===== src/rtl/game_pkg.sv =====
// Shared types and constants for the penalty-shootout controller.
// Screen encoding is consumed by the draw_screen_* mux upstream of draw_mouse.
package game_pkg;

  typedef enum logic [2:0] {
    SCR_START,
    SCR_SHOOTER,
    SCR_KEEPER,
    SCR_RESULT,
    SCR_WINNER,
    SCR_LOSER
  } screen_t;

  localparam logic [15:0] LFSR_SEED = 16'hACE1;

  // Fibonacci form of x^16 + x^14 + x^13 + x^11 + 1 (maximal length).
  function automatic logic [15:0] lfsr_step(input logic [15:0] s);
    return {s[14:0], s[15] ^ s[13] ^ s[12] ^ s[10]};
  endfunction

endpackage


===== src/rtl/game_ctrl_lfsr16.sv =====
// Free-running 16-bit maximal-length LFSR; supplies the simulated opponent's kicks.
module lfsr16
  import game_pkg::*;
#(
  parameter logic [15:0] SEED = LFSR_SEED
) (
  input  logic        clk,
  input  logic        rst,
  output logic [15:0] out
);

  always_ff @(posedge clk) begin
    if (rst) out <= SEED;
    else     out <= lfsr_step(out);
  end

endmodule


===== src/rtl/game_ctrl.sv =====
// Penalty-shootout controller: turn FSM, score/kick counters, regulation and
// sudden-death decisions, and the registered screen select.
module game_ctrl
  import game_pkg::*;
#(
  parameter int ROUNDS      = 5,
  parameter int SCORE_W     = 4,
  parameter int HOLD_CYCLES = 65000000,
  parameter int SOLO_PCT_W  = 8,
  parameter int SOLO_THR    = 192
) (
  input  logic               clk,
  input  logic               rst,
  input  logic               solo_enable,
  input  logic               left_clicked,
  input  logic               kick_done,
  input  logic               is_scored,
  output logic [2:0]         screen,
  output logic [SCORE_W-1:0] score_player,
  output logic [SCORE_W-1:0] score_opp,
  output logic [3:0]         kick_idx,
  output logic               sudden_death,
  output logic               last_scored
);

  localparam int DW = SCORE_W + 2;
  localparam int TW = (HOLD_CYCLES > 1) ? $clog2(HOLD_CYCLES) : 1;
  localparam logic [TW-1:0]      HOLD_LOAD = TW'(HOLD_CYCLES - 1);
  localparam logic [SCORE_W-1:0] SCORE_MAX = '1;

  screen_t       scr_q;
  logic          lc_q;
  logic          solo_q;
  logic          last_keeper;
  logic [TW-1:0] timer;
  logic [15:0]   rnd;
  logic          unused_rnd;

  lfsr16 #(.SEED(LFSR_SEED)) u_lfsr (
    .clk (clk),
    .rst (rst),
    .out (rnd)
  );

  assign unused_rnd = ^rnd;
  assign screen     = scr_q;

  logic click;
  assign click = left_clicked & ~lc_q;

  // In solo mode the keeper turn resolves itself from the LFSR; a stray
  // kick_done is irrelevant there.
  logic solo_goal, keeper_fire, keeper_goal;
  assign solo_goal   = rnd[SOLO_PCT_W-1:0] < SOLO_PCT_W'(SOLO_THR);
  assign keeper_fire = solo_q | kick_done;
  assign keeper_goal = solo_q ? solo_goal : is_scored;

  // Decision after the kick just shown on RESULT. kick_idx is the current pair,
  // so the player has always taken kick_idx+1 kicks and the opponent the same
  // only once the keeper half of the pair is done.
  logic [DW-1:0] p_w, o_w, kp_w, ko_w, left_p, left_o;
  logic          dec_win, dec_lose, dec_tie_end;

  always_comb begin
    p_w         = DW'(score_player);
    o_w         = DW'(score_opp);
    kp_w        = DW'(kick_idx) + DW'(1);
    ko_w        = DW'(kick_idx) + DW'(last_keeper);
    left_p      = DW'(ROUNDS) - kp_w;
    left_o      = DW'(ROUNDS) - ko_w;
    dec_win     = 1'b0;
    dec_lose    = 1'b0;
    dec_tie_end = 1'b0;
    if (!sudden_death) begin
      dec_win     = p_w > (o_w + left_o);
      dec_lose    = !dec_win && (o_w > (p_w + left_p));
      dec_tie_end = !dec_win && !dec_lose && last_keeper && (kp_w == DW'(ROUNDS));
    end else if (last_keeper) begin
      dec_win  = p_w > o_w;
      dec_lose = p_w < o_w;
    end
  end

  always_ff @(posedge clk) begin
    if (rst) begin
      scr_q        <= SCR_START;
      lc_q         <= 1'b0;
      solo_q       <= 1'b0;
      last_keeper  <= 1'b0;
      timer        <= '0;
      score_player <= '0;
      score_opp    <= '0;
      kick_idx     <= '0;
      sudden_death <= 1'b0;
      last_scored  <= 1'b0;
    end else begin
      lc_q <= left_clicked;
      case (scr_q)
        SCR_START: begin
          if (click) begin
            scr_q        <= SCR_SHOOTER;
            solo_q       <= solo_enable;
            score_player <= '0;
            score_opp    <= '0;
            kick_idx     <= '0;
            sudden_death <= 1'b0;
          end
        end
        SCR_SHOOTER: begin
          if (kick_done) begin
            last_scored <= is_scored;
            last_keeper <= 1'b0;
            timer       <= HOLD_LOAD;
            scr_q       <= SCR_RESULT;
            if (is_scored && score_player != SCORE_MAX)
              score_player <= score_player + 1'b1;
          end
        end
        SCR_KEEPER: begin
          if (keeper_fire) begin
            last_scored <= keeper_goal;
            last_keeper <= 1'b1;
            timer       <= HOLD_LOAD;
            scr_q       <= SCR_RESULT;
            if (keeper_goal && score_opp != SCORE_MAX)
              score_opp <= score_opp + 1'b1;
          end
        end
        SCR_RESULT: begin
          if (timer != '0) begin
            timer <= timer - 1'b1;
          end else if (dec_win) begin
            scr_q <= SCR_WINNER;
          end else if (dec_lose) begin
            scr_q <= SCR_LOSER;
          end else begin
            if (dec_tie_end) sudden_death <= 1'b1;
            if (last_keeper) begin
              scr_q <= SCR_SHOOTER;
              if (kick_idx != 4'd15) kick_idx <= kick_idx + 4'd1;
            end else begin
              scr_q <= SCR_KEEPER;
            end
          end
        end
        SCR_WINNER, SCR_LOSER: begin
          if (click) scr_q <= SCR_START;
        end
        default: scr_q <= SCR_START;
      endcase
    end
  end

endmodule


===== config.mk =====
export PLATFORM = sky130hd
export DESIGN_NAME = game_ctrl
export DESIGN_NICKNAME = d
export VERILOG_FILES = /design/src/rtl/game_pkg.sv /design/src/rtl/game_ctrl_lfsr16.sv /design/src/rtl/game_ctrl.sv
export SDC_FILE = /design/constraint.sdc
export NUM_CORES = 1
export LEC_CHECK = 0
export CAP_MARGIN = 20
export CORE_ASPECT_RATIO = 1.25
export CORE_MARGIN = 4
export CORE_UTILIZATION = 53
export CTS_CLUSTER_DIAMETER = 50
export DETAILED_ROUTE_END_ITERATION = 10
export HOLD_SLACK_MARGIN = 0.03
export PLACE_DENSITY_LB_ADDON = 0.25
export SYNTH_ARGS = -nofsm -noshare
export SYNTH_HDL_FRONTEND = slang
export SYNTH_HIERARCHICAL = 1
export SYNTH_SLANG_ARGS = --single-unit

===== constraint.sdc =====
create_clock -name clk -period 7.87 [get_ports clk]
set_input_delay 0.787 -clock clk [delete_from_list [all_inputs] [get_ports clk]]
set_output_delay 0.787 -clock clk [all_outputs]
set_load 0.1 [all_outputs]

==> summary.txt <==
Synthesis
  – Net Count, Synth: 461
  – Synth warn: 6
  – Register area share after synthesis: 0.338
  – FF+latch count, synth: 62
  – Fraction of registers with async set/reset: 0
  – Mapped Avg Cell Area: 8.75 um^2
  – Cell variety after synth: 61
  – Primary FF master, synth: dfxtp_1
  – Post-synthesis simple-gate area fraction: 0.268
  – EDFF count, synth: 0
  – Largest family of logic cells by synthesized area: simple AND/OR/NAND/NOR gates
  – XOR/XNOR share of the synthesized area: 0.0644
  – Synth Area in Compound Gates: 0.132
  – Syn Inst Count: 420
  – Post-synthesis mux area share: 0.0194
  – Synth Area in Adders: 0.127
  – Mapped cell area: 0.00367 mm^2

Clocking
  – Total CTS buffers: 9
  – Clock Latency Late Sink: 0.35 ns
  – H-Tree Depth: 3
  – Post-CTS setup buffer count: 0
  – Post_cts resized: 0
  – Worst-path clk slew: 0.07 ns
  – CTS tree: yes
  – CTS root buf: clkbuf_8
  – Max Buffers Root-to-Sink: 2
  – Hold Buf Count CTS: 0
  – Clock sinks: 62

Floorplanning
  – Initial Util: 0.553
  – Die Span X: 82.5 um
  – Die area: 0.00834 mm^2
  – # IOs: 23
  – Row count: 33
  – Chip Height: 101 um
  – Core ar.: 0.00665 mm^2

Worst setup path
  – Worst r2r dst: kick_idx[2]$_SDFFE_PP0P_
  – CP Capture Type: register
  – Slowest CP cell: o21ai_1
  – Buf/Inv on CP: 2
  – CP max stage delay: 0.55 ns
  – Worst reg2reg path startpoint: kick_idx[0]$_SDFFE_PP0P_
  – Arrival time worst endpoint: 4.27 ns
  – Worst r2r path cells: 13
  – Worst path required time: 8.10 ns
  – Crit path max fanout: 10
  – R2R Setup Slk: 3.84 ns
  – Critical path launch point type: register
  – Setup crit start: kick_idx[0]$_SDFFE_PP0P_
  – CP Depth: 13
  – Crit path to: kick_idx[2]$_SDFFE_PP0P_
  – CP delay by family, top: adder cells
  – Worst setup path class: register to register
  – Worst path cell trace: inv_1 -> ha_1 -> ha_1 -> inv_1 -> ha_1 -> fa_1 -> xnor2_1 -> ha_1 -> and4_1 -> a211o_1 -> o21ai_1 -> a31oi_1 -> mux2_1
  – Most used cell along the critical path: ha_1

Timing
  – Clock Skews: 0.0116 ns
  – Final setup fails: 0
  – Max Slew Vio Count: 0
  – Final cycle utilization of the critical path: 0.513
  – Relative slew slack: 0.320
  – Hold Vio Cnt, Final: 0
  – Post-route setup TNS: 0 ns
  – Worst Tran Pin Value: between 1 and 1.5 ns
  – Fin crit period: between 4 and 5 ns
  – RSZ-0062 raised after global routing: false
  – Max Clk Rate: 0.248 GHz

Routing
  – Top Metal Used: met4
  – WL met3: 270 um
  – Initial drt markers: 74
  – # DRC: 0
  – DRT Wirelength: 8.18 mm
  – DR pass1 iterations: 4
  – Post-Route M1 WL: 3.56 mm
  – Wirelength per Cell: 15.4 um
  – Routed vias/inst: 5.78
  – DRT antenna net count: 0
  – Met2 wire length: 4.16 mm
  – Routed via count: 3067

Power
  – Pwr Density: 290 mW/mm^2
  – Worst VDD drop: 220 uV
  – Leakage: 1.61 nW

Finish
  – Total Nets Final: 480
  – # diodes: 0
  – Layout cells sized above 1: 0.0586
  – Register area: 0.00124 mm^2
  – Area Growth Syn to Fin: 13.4%
  – Multi-input logic area: approximately 0.0022 mm^2
  – Most frequent cells in the layout: dfxtp_1 (62), ha_1 (31), nor2_1 (30), inv_1 (30), a21oi_1 (24)
  – Fin util: 0.626
  – Most common cell after layout, fill and taps aside: dfxtp_1
  – Fillers: 581

Worst hold path
  – Hold Crit Start: u_lfsr/out[5]$_SDFF_PP1_
  – Worst hold-check path type: register to register

Global route
  – Initial antenna violation count: 0
  – Total GRT Usage: 0.210
  – Grt ovf: 0
  – Pin count of the biggest net entering global routing: 54
  – First-pass GRT wire length: 13.5 mm
  – Vias in the first global route: 2904

Placed design
  – HPWL Detailed: around 5.9 mm
  – I/O Buffers: 22
  – Gpl congestion: 0.860

Outcome
  – Status: finished clean

Run
  – Total of max-cap violations: 0
==> synth_stat cells, types with 3 or more instances <==
master	instances	area, um^2
fa_1	4	80.1
or2_1	9	56.3
nor4_1	4	25.0
o21ai_1	6	30.0
dfxtp_1	62	1240
inv_1	30	113
clkbuf_1	10	37.5
o21ai_0	6	30.0
nand4b_1	3	26.3
nand4_1	17	106
mux2i_1	6	60.1
or3_1	12	75.1
a31oi_1	10	62.6
xor2_1	19	166
nand2b_1	7	43.8
a311oi_1	3	26.3
nor2_1	30	113
nor3b_1	4	30.0
o31ai_1	7	52.6
nand3_1	18	90.1
xnor2_1	8	70.1
nand3b_1	3	22.5
nor2b_1	12	75.1
or4_1	7	52.6
nor3_1	12	60.1
a21oi_1	24	120
nand2_1	16	60.1
buf_2	3	15.0
ha_1	31	388
==> layout make-up <==
type,count,share of cell area
clock buffer,9,0.0297
tap,87,0.0261
inverter,30,0.0270
timing repair buffer,24,0.0565
multi-input combinational,312,0.539
clock inverter,7,0.0234
sequential,62,0.298
==> state kept, by name, summed over array words and instances (netlist names) <==
signal / count
kick_idx: 4
last_keeper: 1
last_scored: 1
lc_q: 1
score_opp: 4
score_player: 4
screen: 3
solo_q: 1
sudden_death: 1
timer: 26
u_lfsr/out: 16
==> where the power goes <==
group / internal, W / leakage, nW / total, W / switching (W)
sequential: 0.000369 / 0.509 / 0.000437 / 0.0000681
combinational: 0.000174 / 0.995 / 0.000461 / 0.000287
clock: 0.000179 / 0.106 / 0.000311 / 0.000132
total: 0.000722 / 1.61 / 0.00121 / 0.000487
==> kinds of logic (layout without fill, tap and decap cells) <==
logic type,Yosys count,count (layout)
fa+ha+maj,35,35
xor+xnor,27,27
flops,62,62
buf+inv,46,70
mux,7,7
compound gates,74,74
simple gates,169,169
==> worst min path at each step <==
stage | to | cells after the start
5_1_grt | u_lfsr/out[15]$_SDFF_PP1_ | 1
2_1_floorplan | u_lfsr/out[10]$_SDFF_PP1_ | 1
3_5_place_dp | u_lfsr/out[6]$_SDFF_PP1_ | 1
3_3_place_gp | u_lfsr/out[15]$_SDFF_PP1_ | 1
4_1_cts | u_lfsr/out[6]$_SDFF_PP1_ | 1
6_report | u_lfsr/out[6]$_SDFF_PP1_ | 1
==> metrics by stage <==
step | worst slack [ns] | std cells | cell area (um^2) | total power, W | hold slack, ns
floorplan | 3.58 | 420 | 3670 | 0.000809 | 0.383
global placement | 4.06 | 515 | 3940 | 0.000890 | 0.391
global route | 3.69 | 531 | 4160 | 0.00130 | 0.428
CTS | 3.84 | 531 | 4160 | 0.00121 | 0.411
detailed placement | 3.90 | 515 | 3940 | 0.000901 | 0.393
finish | 3.84 | 531 | 4160 | 0.00121 | 0.407
==> metal layers <==
metal | vias to the layer above | track usage
li1 | 1558 | -
met1 | 1453 | 0.248
met2 | 42 | 0.351
met3 | 14 | 0.0519
met4 | 0 | 0.0946
met5 | - | 0
(Power assumes the default switching activity.)
